[config.mk]
export PLATFORM = sky130hd
export DESIGN_NAME = spi_frame_fifo
export DESIGN_NICKNAME = d
export VERILOG_FILES = /design/src/rtl/spi_frame_pkg.sv /design/src/rtl/sync_fifo16.sv /design/src/rtl/spi_frame_fifo.sv
export SDC_FILE = /design/constraint.sdc
export NUM_CORES = 1
export LEC_CHECK = 0
export BUFFER_PORTS_ARGS = -buffer_cell sky130_fd_sc_hd__buf_2
export CORE_AREA = 2 2 183 167
export CTS_CLUSTER_SIZE = 30
export DETAILED_ROUTE_END_ITERATION = 16
export DIE_AREA = 0 0 185 169
export GPL_TIMING_DRIVEN = 0
export HOLD_SLACK_MARGIN = 0.06
export SYNTH_ARGS = -nofsm -noshare
export SYNTH_HDL_FRONTEND = slang
export SYNTH_SLANG_ARGS = --single-unit
[constraint.sdc]
create_clock -name clk -period 5.22 [get_ports clk]
set_input_delay 0.783 -clock clk [delete_from_list [all_inputs] [get_ports clk]]
set_output_delay 0.783 -clock clk [all_outputs]
set_load 0.01 [all_outputs]
[src/rtl/spi_frame_pkg.sv]
// Shared register map, status/control bit positions and bus FSM states
// for the SPI frame FIFO and its testbench.
package spi_frame_pkg;

    typedef enum logic [1:0] {
        REG_DATA   = 2'd0,
        REG_STATUS = 2'd1,
        REG_CTRL   = 2'd2,
        REG_THRESH = 2'd3
    } reg_sel_t;

    typedef enum logic [1:0] {
        BUS_IDLE = 2'd0,
        BUS_ACK  = 2'd1,
        BUS_WAIT = 2'd2
    } bus_state_t;

    localparam int STATUS_RX_COUNT_LSB = 0;
    localparam int STATUS_TX_COUNT_LSB = 8;
    localparam int STATUS_RX_OVERFLOW  = 16;
    localparam int STATUS_RX_UNDERFLOW = 17;
    localparam int STATUS_TX_OVERFLOW  = 18;
    localparam int STATUS_TX_UNDERRUN  = 19;

    localparam int CTRL_FLUSH_RX    = 0;
    localparam int CTRL_FLUSH_TX    = 1;
    localparam int CTRL_CLEAR_FLAGS = 2;
    localparam int CTRL_IRQ_EN      = 8;

    // Word handed to the SPI slave whenever the TX FIFO has nothing to give.
    localparam logic [15:0] TX_IDLE_WORD = 16'hFFFF;

    typedef struct packed {
        logic rx_overflow;
        logic rx_underflow;
        logic tx_overflow;
        logic tx_underrun;
    } sticky_flags_t;

    function automatic logic [31:0] pack_status(input logic [5:0] rx_count,
                                                input logic [5:0] tx_count,
                                                input sticky_flags_t flags);
        logic [31:0] word;
        word = '0;
        word[STATUS_RX_COUNT_LSB +: 6] = rx_count;
        word[STATUS_TX_COUNT_LSB +: 6] = tx_count;
        word[STATUS_RX_OVERFLOW]       = flags.rx_overflow;
        word[STATUS_RX_UNDERFLOW]      = flags.rx_underflow;
        word[STATUS_TX_OVERFLOW]       = flags.tx_overflow;
        word[STATUS_TX_UNDERRUN]       = flags.tx_underrun;
        return word;
    endfunction

    function automatic logic [31:0] pack_ctrl(input logic irq_en);
        logic [31:0] word;
        word = '0;
        word[CTRL_IRQ_EN] = irq_en;
        return word;
    endfunction

endpackage

[src/rtl/sync_fifo16.sv]
// 16-bit synchronous FIFO with flush; a pop and a push in the same cycle
// both take effect, so a full FIFO accepts a word while it is being drained.
module sync_fifo16 #(
    parameter int DEPTH = 8
) (
    input  logic                     clk,
    input  logic                     reset,
    input  logic                     push,
    input  logic                     pop,
    input  logic                     flush,
    input  logic [15:0]              push_data,
    output logic [15:0]              head_data,
    output logic [$clog2(DEPTH):0]   count,
    output logic                     full,
    output logic                     empty,
    output logic                     dropped
);
    localparam int AW = $clog2(DEPTH);
    localparam int CW = AW + 1;
    localparam logic [CW-1:0] FULL_COUNT = CW'(DEPTH);

    logic [15:0]   mem [DEPTH];
    logic [AW-1:0] wr_ptr;
    logic [AW-1:0] rd_ptr;
    logic          do_push;
    logic          do_pop;

    assign empty     = (count == '0);
    assign full      = (count == FULL_COUNT);
    assign head_data = mem[rd_ptr];

    // Popping an empty FIFO does nothing; the freed slot of a real pop lets a full FIFO take a push.
    assign do_pop  = pop && !empty && !flush;
    assign do_push = push && !flush && (!full || do_pop);
    assign dropped = push && !flush && !do_push;

    always_ff @(posedge clk or negedge reset) begin
        if (!reset) begin
            wr_ptr <= '0;
            rd_ptr <= '0;
            count  <= '0;
        end else if (flush) begin
            wr_ptr <= '0;
            rd_ptr <= '0;
            count  <= '0;
        end else begin
            if (do_push) begin
                wr_ptr <= wr_ptr + AW'(1);
            end
            if (do_pop) begin
                rd_ptr <= rd_ptr + AW'(1);
            end
            case ({do_push, do_pop})
                2'b10:   count <= count + CW'(1);
                2'b01:   count <= count - CW'(1);
                default: count <= count;
            endcase
        end
    end

    always_ff @(posedge clk) begin
        if (do_push) begin
            mem[wr_ptr] <= push_data;
        end
    end

endmodule

[src/rtl/spi_frame_fifo.sv]
// CPU-visible RX/TX frame buffering between an SPI slave and a simple
// memory bus, with sticky error flags and a threshold interrupt.
module spi_frame_fifo
    import spi_frame_pkg::*;
#(
    parameter int DEPTH = 8
) (
    input  logic        clk,
    input  logic        reset,
    input  logic        rx_valid,
    input  logic [15:0] rx_data,
    input  logic        tx_load,
    output logic [15:0] tx_data,
    input  logic [31:0] address_in,
    input  logic        sel_in,
    input  logic        read_in,
    input  logic [3:0]  write_mask_in,
    input  logic [31:0] write_value_in,
    output logic [31:0] read_value_out,
    output logic        ready_out,
    output logic        irq
);
    localparam int CW = $clog2(DEPTH) + 1;

    bus_state_t    state;
    bus_state_t    state_next;
    reg_sel_t      reg_sel;
    logic          access;
    logic          rd_access;
    logic          wr_access;
    logic          data_read;
    logic          data_write;
    logic          ctrl_write;
    logic          thresh_write;
    logic          flush_rx;
    logic          flush_tx;
    logic          clear_flags;
    logic [CW-1:0] rx_count;
    logic [CW-1:0] tx_count;
    logic [5:0]    rx_count6;
    logic [5:0]    tx_count6;
    logic [15:0]   rx_head;
    logic [15:0]   tx_head;
    logic          rx_full;
    logic          rx_empty;
    logic          tx_full;
    logic          tx_empty;
    logic          rx_dropped;
    logic          tx_dropped;
    logic          tx_pop_ok;
    sticky_flags_t flags;
    logic          irq_en;
    logic [5:0]    thresh;
    logic [31:0]   read_mux;
    logic          unused_bits;

    // Every side effect is keyed off the single IDLE->ACK edge of an access.
    assign access     = (state == BUS_IDLE) && sel_in;
    assign rd_access  = access && read_in;
    assign wr_access  = access && !read_in;
    assign reg_sel    = reg_sel_t'(address_in[3:2]);

    assign data_read    = rd_access && (reg_sel == REG_DATA);
    assign data_write   = wr_access && (reg_sel == REG_DATA) && (write_mask_in[1:0] == 2'b11);
    assign ctrl_write   = wr_access && (reg_sel == REG_CTRL) && write_mask_in[0];
    assign thresh_write = wr_access && (reg_sel == REG_THRESH) && write_mask_in[0];
    assign flush_rx     = ctrl_write && write_value_in[CTRL_FLUSH_RX];
    assign flush_tx     = ctrl_write && write_value_in[CTRL_FLUSH_TX];
    assign clear_flags  = ctrl_write && write_value_in[CTRL_CLEAR_FLAGS];

    assign rx_count6 = 6'(rx_count);
    assign tx_count6 = 6'(tx_count);
    assign tx_pop_ok = tx_load && !tx_empty && !flush_tx;
    assign ready_out = (state == BUS_ACK);

    assign unused_bits = ^{address_in[31:4], address_in[1:0], write_mask_in[3:2],
                           write_value_in[31:16], rx_full, tx_full};

    sync_fifo16 #(.DEPTH(DEPTH)) u_rx_fifo (
        .clk       (clk),
        .reset     (reset),
        .push      (rx_valid),
        .pop       (data_read),
        .flush     (flush_rx),
        .push_data (rx_data),
        .head_data (rx_head),
        .count     (rx_count),
        .full      (rx_full),
        .empty     (rx_empty),
        .dropped   (rx_dropped)
    );

    sync_fifo16 #(.DEPTH(DEPTH)) u_tx_fifo (
        .clk       (clk),
        .reset     (reset),
        .push      (data_write),
        .pop       (tx_load),
        .flush     (flush_tx),
        .push_data (write_value_in[15:0]),
        .head_data (tx_head),
        .count     (tx_count),
        .full      (tx_full),
        .empty     (tx_empty),
        .dropped   (tx_dropped)
    );

    always_ff @(posedge clk or negedge reset) begin
        if (!reset) begin
            state <= BUS_IDLE;
        end else begin
            state <= state_next;
        end
    end

    always_comb begin
        state_next = state;
        case (state)
            BUS_IDLE: if (sel_in) state_next = BUS_ACK;
            BUS_ACK:  state_next = BUS_WAIT;
            BUS_WAIT: if (!sel_in) state_next = BUS_IDLE;
            default:  state_next = BUS_IDLE;
        endcase
    end

    always_comb begin
        read_mux = '0;
        if (rd_access) begin
            case (reg_sel)
                REG_DATA:   read_mux = rx_empty ? 32'd0 : {15'b0, 1'b1, rx_head};
                REG_STATUS: read_mux = pack_status(rx_count6, tx_count6, flags);
                REG_CTRL:   read_mux = pack_ctrl(irq_en);
                REG_THRESH: read_mux = {26'b0, thresh};
                default:    read_mux = '0;
            endcase
        end
    end

    always_ff @(posedge clk or negedge reset) begin
        if (!reset) begin
            read_value_out <= '0;
        end else begin
            read_value_out <= access ? read_mux : 32'd0;
        end
    end

    // A clear and a fresh error event in the same cycle leave the flag set.
    always_ff @(posedge clk or negedge reset) begin
        if (!reset) begin
            flags <= '0;
        end else begin
            flags.rx_overflow  <= (flags.rx_overflow && !clear_flags) || rx_dropped;
            flags.rx_underflow <= (flags.rx_underflow && !clear_flags) || (data_read && rx_empty);
            flags.tx_overflow  <= (flags.tx_overflow && !clear_flags) || tx_dropped;
            flags.tx_underrun  <= (flags.tx_underrun && !clear_flags) || (tx_load && !tx_pop_ok);
        end
    end

    always_ff @(posedge clk or negedge reset) begin
        if (!reset) begin
            irq_en <= 1'b0;
            thresh <= 6'd1;
        end else begin
            if (ctrl_write) begin
                irq_en <= write_value_in[CTRL_IRQ_EN];
            end
            if (thresh_write) begin
                thresh <= write_value_in[5:0];
            end
        end
    end

    always_ff @(posedge clk or negedge reset) begin
        if (!reset) begin
            tx_data <= TX_IDLE_WORD;
            irq     <= 1'b0;
        end else begin
            if (tx_load) begin
                tx_data <= tx_pop_ok ? tx_head : TX_IDLE_WORD;
            end
            irq <= irq_en && (rx_count6 >= thresh) && (thresh != 6'd0);
        end
    end

endmodule
## Word level (Yosys, flattened, before mapping)

Memories as Yosys holds them, arrays and structs flattened.
Index checks and enable logic that the tools add are counted.

- Bits in latches: 0
- Word-level logic and storage cells: 125
- Input port bits: 90
- Memory bits (read-only): 0
- Memories kept: 2
- Memory bits (writable): 256
- Bits in registers: 82

- Equality and inequality tests: 14
- Bitwise gates (word level): 0
- Mux-type cells: 24
- $mul: 0
- Divide/modulo/power cells: 0
- Shift operators: 0
- Magnitude comparators: 1
- Reductions and logical operators: 60
- Add/subtract/negate cells: 8

Memories:

| memory | words | bits a word | rd ports | clocked after memory_dff | write ports | RTL line | RTL |
|---|---|---|---|---|---|---|---|
| u_rx_fifo.mem | 8 | 16 | 1 | 0 | 1 | sync_fifo16.sv:22 | `logic [15:0] mem [DEPTH];` |
| u_tx_fifo.mem | 8 | 16 | 1 | 0 | 1 | sync_fifo16.sv:22 |  |

Operators with widths:

| operator | number |
|---|---|
| 32-bit case mux with 4 select lines | 1 |
| 32-bit two-way mux | 2 |
| 1-bit logical AND | 31 |
| 3-bit two-way mux | 8 |
| 17-bit two-way mux | 1 |
| 16-bit two-way mux | 1 |
| 4-bit case mux with 2 select lines | 2 |
| 3-bit by 1-bit adder with 3-bit output, second input constant | 4 |
| 2-bit equality test, second input constant | 6 |
| 1-bit logical NOT | 11 |
| 4-bit by 1-bit adder with 4-bit output, second input constant | 2 |
| 2-bit by 1-bit equality test with 1-bit output, second input constant | 4 |
| 4-bit equality test, second input constant | 2 |
| 4-bit logical NOT | 2 |
| 4-bit two-way mux | 2 |
| 2-bit nonzero test | 4 |
| 4-bit by 1-bit subtractor with 4-bit output, second input constant | 2 |
| 4-bit by 6-bit greater-or-equal comparator with 1-bit output | 1 |
| 1-bit logical OR | 6 |
| 2-bit case mux with 3 select lines | 1 |
| 3-bit nonzero test | 2 |
| 6-bit nonzero test | 1 |
| 2-bit logical NOT | 2 |
| 1-bit two-way mux | 4 |
| other kinds (3) | 5 |

## Logic depth before layout (Yosys ltp)

- Word-level depth: 13
- Depth in mapped cells: 10
- Gate-level depth less buffers: 10

## Modules after synthesis

A second synthesis with hierarchy kept.

- Cell total of the unflattened synthesis: 711
- Area, all modules: 13,516.7 µm²

Modules (own cells, without submodules):

| module | times used | cells each | area each (µm²) |
|---|---|---|---|
| sync_fifo16 | 2 | 265 | 5,641.7 |
| spi_frame_fifo | 1 | 181 | 2,233.4 |

## Least setup slack after synthesis

OpenSTA, ideal clock, no wires.

- Path kind: in2reg
- From: in address_in[3]
- To: mem u_tx_fifo.mem[4][0] (enable)
- Data arrival time: 3,238 ps
- Stages on the path: 6
- Library setup time: 409 ps
- Slack: 1,573 ps
- Cell sequence: or4b_1 -> or3_1 -> buf_6 -> nor2_2 -> nand2_1 -> nor3_1

- Cells in the longest elaborated chain, start to end: 10
- Elaborated cells on any way between the ends: 14

Ends and longest elaborated chain:

| item | RTL line | RTL |
|---|---|---|
| start, declared | spi_frame_fifo.sv:14 | `input logic [31:0] address_in,` |
| 2-bit equality test | spi_frame_fifo.sv:65 | `assign ctrl_write = wr_access && (reg_sel == REG_CTRL) && write_mask_in[0];` |
| 1-bit logical AND (2 in series) | spi_frame_fifo.sv:65 |  |
| 1-bit logical AND | spi_frame_fifo.sv:68 | `assign flush_tx = ctrl_write && write_value_in[CTRL_FLUSH_TX];` |
| 1-bit logical NOT | sync_fifo16.sv:33, sync_fifo16.sv:34 |  |
| 1-bit logical AND | sync_fifo16.sv:33 | `assign do_pop = pop && !empty && !flush;` |
| 1-bit logical OR | sync_fifo16.sv:34 | `assign do_push = push && !flush && (!full \|\| do_pop);` |
| 1-bit logical AND (*) | sync_fifo16.sv:34 |  |
| 1-bit two-way mux (*) | sync_fifo16.sv:62 | `if (do_push) begin` |
| 1-bit two-way mux (not written as such) (*) | sync_fifo16.sv:63 | `mem[wr_ptr] <= push_data;` |
| end, declared | sync_fifo16.sv:22 |  |

Mark *: on every way between the ends. The rest lies on a longest branch, timed or not.

## Worst setup path in the final report

- From: reg state[1]
- To: reg u_tx_fifo.count[3]

- Cells in the longest elaborated chain, start to end: 13
- Elaborated cells on any way between the ends: 18

Ends and longest elaborated chain:

| item | RTL line | RTL |
|---|---|---|
| start, declared | spi_frame_fifo.sv:25 | `bus_state_t state;` |
| start signal, assigned | spi_frame_fifo.sv:111 | `state <= state_next;` |
| 2-bit logical NOT (*) | spi_frame_fifo.sv:58 | `assign access = (state == BUS_IDLE) && sel_in;` |
| 1-bit logical AND (*) | spi_frame_fifo.sv:58 |  |
| 1-bit logical AND (*) | spi_frame_fifo.sv:60 | `assign wr_access = access && !read_in;` |
| 1-bit logical AND (2 in series) | spi_frame_fifo.sv:65 |  |
| 1-bit logical AND | spi_frame_fifo.sv:68 |  |
| 1-bit logical NOT | sync_fifo16.sv:33, sync_fifo16.sv:34 |  |
| 1-bit logical AND | sync_fifo16.sv:33 |  |
| 1-bit logical OR | sync_fifo16.sv:34 |  |
| 1-bit logical AND | sync_fifo16.sv:34 |  |
| 2-bit by 1-bit equality test with 1-bit output or 2-bit equality test (tied branches) | sync_fifo16.sv:53 | `case ({do_push, do_pop})` |
| 4-bit case mux with 2 select lines | sync_fifo16.sv:53 |  |
| 4-bit two-way mux | sync_fifo16.sv:42 | `end else if (flush) begin` |
| end signal, assigned | sync_fifo16.sv:54 | `2'b10: count <= count + CW'(1);` |
| end signal, assigned | sync_fifo16.sv:55 | `2'b01: count <= count - CW'(1);` |
| end signal, assigned | sync_fifo16.sv:56 | `default: count <= count;` |
| end, declared | sync_fifo16.sv:13 | `output logic [$clog2(DEPTH):0] count,` |

Marked as above.
A chain may end at the register's enable or synchronous reset.

==> load_flow_metrics.sql <==
INSERT INTO impl_metrics (metric_group, metric, value, unit) VALUES
('logic_synthesis', 'post_synthesis_register_bit_count', '326', ''),
('clock_tree', 'cts_buffer_depth', '3', ''),
('global_routing', 'antenna_found_initial', '1', ''),
('worst_setup_path', 'cp.arrival', '4.11', 'ns'),
('logic_synthesis', 'yosys-top-cells-area', 'edfxtp_1, mux4_2, dfrtp_1, dfstp_2, mux2i_1', ''),
('worst_setup_path', 'critical-path-max-stage-delay', '0.83', 'ns'),
('detailed_routing', 'route.vias.total', '6860', ''),
('timing', 'hold_viol', '0', ''),
('placed_design', 'placement.io_buffers', '78', ''),
('floorplan', 'initial_utilization', '44.24', '%'),
('timing', 'maxClockFrequency', '271.6', 'MHz'),
('clock_tree', 'cts_resized', '0', ''),
('logic_synthesis', 'ys_async_rst_share', '21.47', '%'),
('timing', 'tightestPinTransition', '1.050', 'ns'),
('floorplan', 'die_width', '185', 'µm'),
('detailed_routing', 'number_of_remaining_drc_errors', '0', ''),
('power', 'power.leakage', '5.573', 'nW'),
('clock_tree', 'clock_sink_count', '326', ''),
('floorplan', 'pin_count', '140', ''),
('flow_run', 'max_cap_viol_count', '0', ''),
('logic_synthesis', 'yosysWarningCount', '0', ''),
('worst_setup_path', 'path_cells', 'or2_2 > nor4_1 > nor2_1 > and2_1 > ha_1 > a21o_1 > a21oi_1 > nand4_1 > a21o_1 > a21oi_1', ''),
('timing', 'final_worst_path_period_need', '3.682', 'ns'),
('floorplan', 'die-height', '169', 'µm'),
('timing', 'worst_slack', '1.538', 'ns'),
('detailed_routing', 'drt-initial-drc-count', '583', ''),
('detailed_routing', 'routed_via_density', '5.273', ''),
('timing', 'grt_setup_unrepaired', 'false', ''),
('worst_setup_path', 'cp_data_required_time', '5.65', 'ns'),
('clock_tree', 'tritoncts', 'built', ''),
('detailed_routing', 'first_pass_drt_iterations', '5', ''),
('detailed_routing', 'route.detailed.wl_per_inst', '21.24', 'µm'),
('logic_synthesis', 'mappedNetlistArea', '13020', 'µm²'),
('worst_setup_path', 'critical_path.startpoint_type', 'flop', ''),
('clock_tree', 'worst_skew_pair.late_latency', '0.52', 'ns'),
('global_routing', 'first_global_vias', '7071', ''),
('placed_design', 'hpwl', '18730', 'µm'),
('placed_design', 'dpl-instance-area', '14360', 'µm²'),
('floorplan', 'fp.coreArea', '29430', 'µm²'),
('clock_tree', 'cts_inserted_buffers', '35', ''),
('timing', 'finalSetupViolCount', '0', ''),
('worst_setup_path', 'cp-end-kind', 'flop', ''),
('layout', 'post-route-cell-area', '15510', 'µm²'),
('layout', 'syn_to_final_growth', '19.14', '%'),
('timing', 'finClkSkew', '0.01815', 'ns'),
('global_routing', 'overflow', '0', ''),
('logic_synthesis', 'synth-main-ff-cell', 'edfxtp_1', ''),
('power', 'peakVddDrop', '0.2196', 'mV'),
('clock_tree', 'post_cts.repair.setup_buffers', '0', ''),
('worst_setup_path', 'slowest_stage', 'nor4_1', ''),
('hold_path', 'hold_class', 'primary input to asynchronous set/reset pin', ''),
('timing', 'fin_hold_ws', '0.3629', 'ns'),
('logic_synthesis', 'synthCells', '723', ''),
('floorplan', 'die_area', '31270', 'µm²'),
('worst_setup_path', 'worst-path-max-fanout', '10', ''),
('layout', 'mostFrequentLayoutCells', 'edfxtp_1, buf_2, mux4_2', ''),
('clock_tree', 'clock_transition_at_the_registers_of_the_reported_paths', '0.06', 'ns'),
('layout', 'finish.utilization', '52.70', '%'),
('logic_synthesis', 'synth_edf_count', '256', ''),
('logic_synthesis', 'netlist-cell-type-count', '54', ''),
('global_routing', 'grt_pass1_wl', '42030', 'µm'),
('global_routing', 'grt.total_usage', '18.13', '%'),
('layout', 'mostFrequentLayoutCell', 'edfxtp_1', ''),
('layout', 'layout.nets', '975', ''),
('detailed_routing', 'wirelength', '27640', 'µm'),
('timing', 'timing.final.max_slew_violations', '0', ''),
('clock_tree', 'ctsHoldBuffers', '0', ''),
('clock_tree', 'cts_max_level', '2', ''),
('run_status', 'run_status', 'finished clean', ''),
('worst_setup_path', 'criticalPathCategory', 'flop to flop', ''),
('logic_synthesis', 'netlist.top_cell.by_area', 'edfxtp_1', '');
[routing by layer]
| metal | vias to the layer above | GRT usage (%) | wire [µm] |
|---|---|---|---|
| met4 | 2 | 4.831 | 493 |
| met2 | 157 | 28.29 | 13000 |
| met3 | 49 | 3.206 | 1342 |
| met1 | 3536 | 26.55 | 12790 |
| li1 | 3116 | - | - |
| met5 | - | 0 | 11 |
[Yosys cell counts (all sizes together) (2+ instances only)]
cell,number
xor2,6
mux4,64
xnor2,4
a21oi,23
o21ai,17
inv,9
a31oi,2
fa,2
nand4,6
nand3b,2
dfrtp,53
mux2,8
edfxtp,256
nor2,54
nor3,7
clkbuf,22
ha,12
a22oi,2
a32o,4
or3,4
mux2i,36
a21o,7
dfstp,17
nor4b,2
nand3,11
buf,22
nor3b,5
nor4,6
and2,6
nor2b,3
nand2b,7
nand2,28
or2,2
[kinds of logic after synthesis]
group           Yosys count  share of synthesized area, %
flops                   326                         72.67
simple gates            149                         5.738
mux                     108                         14.53
compound gates           62                         2.912
buf+inv                  53                         1.989
fa+ha+maj                14                         1.461
xor+xnor                 10                        0.6727
other cells               1                       0.02880
[where the power goes]
group          switching, mW  internal [mW]  total (mW)  leakage (nW)
Combinational          0.989          0.888        1.88          1.84
Sequential             0.211           3.18        3.39          3.18
Clock                  0.992           1.46        2.45         0.561
Total                   2.19           5.53        7.72          5.57
[state kept, by name, indices dropped and copies added, names as in the netlist]
signal            flops
irq                   1
u_rx_fifo.wr_ptr      3
thresh                6
flags                 4
u_rx_fifo.mem       128
u_tx_fifo.rd_ptr      3
u_tx_fifo.count       4
u_tx_fifo.mem       128
u_tx_fifo.wr_ptr      3
tx_data              16
u_rx_fifo.count       4
irq_en                1
read_value_out       20
state                 2
u_rx_fifo.rd_ptr      3
[critical path: cells and delay by family, from the launching register on]
| family | cells | cell delay [ns] |
|---|---|---|
| adders and majority gates | 1 | 0.28 |
| AOI/OAI and AO/OA | 4 | 0.78 |
| DFF | 1 | 0.43 |
| and+or+nand+nor | 5 | 2.11 |
[through the flow]
step	power, mW	setup TNS (ns)	instances
after detailed placement	5.350	0	1237
after global routing	8.111	0	1300
after CTS	7.812	0	1300
after global placement	5.258	-18.66	1215
final	7.720	0	1301
after floorplan	4.713	0	734
[path summary, 6_finish.rpt]
check	start	cells after the start	slack, ns	end
hold / removal	reset	1	0.36	tx_data[14]
hold reg to reg	flags[1]	1	0.48	flags[1]
setup / recovery	state[1]	10	1.54	u_tx_fifo.count[3]
max in group asynchronous	reset	2	4.48	thresh[0]
setup reg to reg	state[1]	10	1.54	u_tx_fifo.count[3]
min in group clk	flags[1]	1	0.48	flags[1]
[layout make-up]
class / instances / area (µm²)
fill: 2418 / 13920
antenna: 1 / 2.502
clock inverter: 16 / 188.9
buffer: 44 / 225.2
clock buffer: 47 / 962.2
multi-input combinational: 355 / 3400
timing repair buffer: 100 / 733.2
tap: 403 / 504.2
inverter: 9 / 33.78
sequential: 326 / 9460
(Power assumes the default switching activity.)
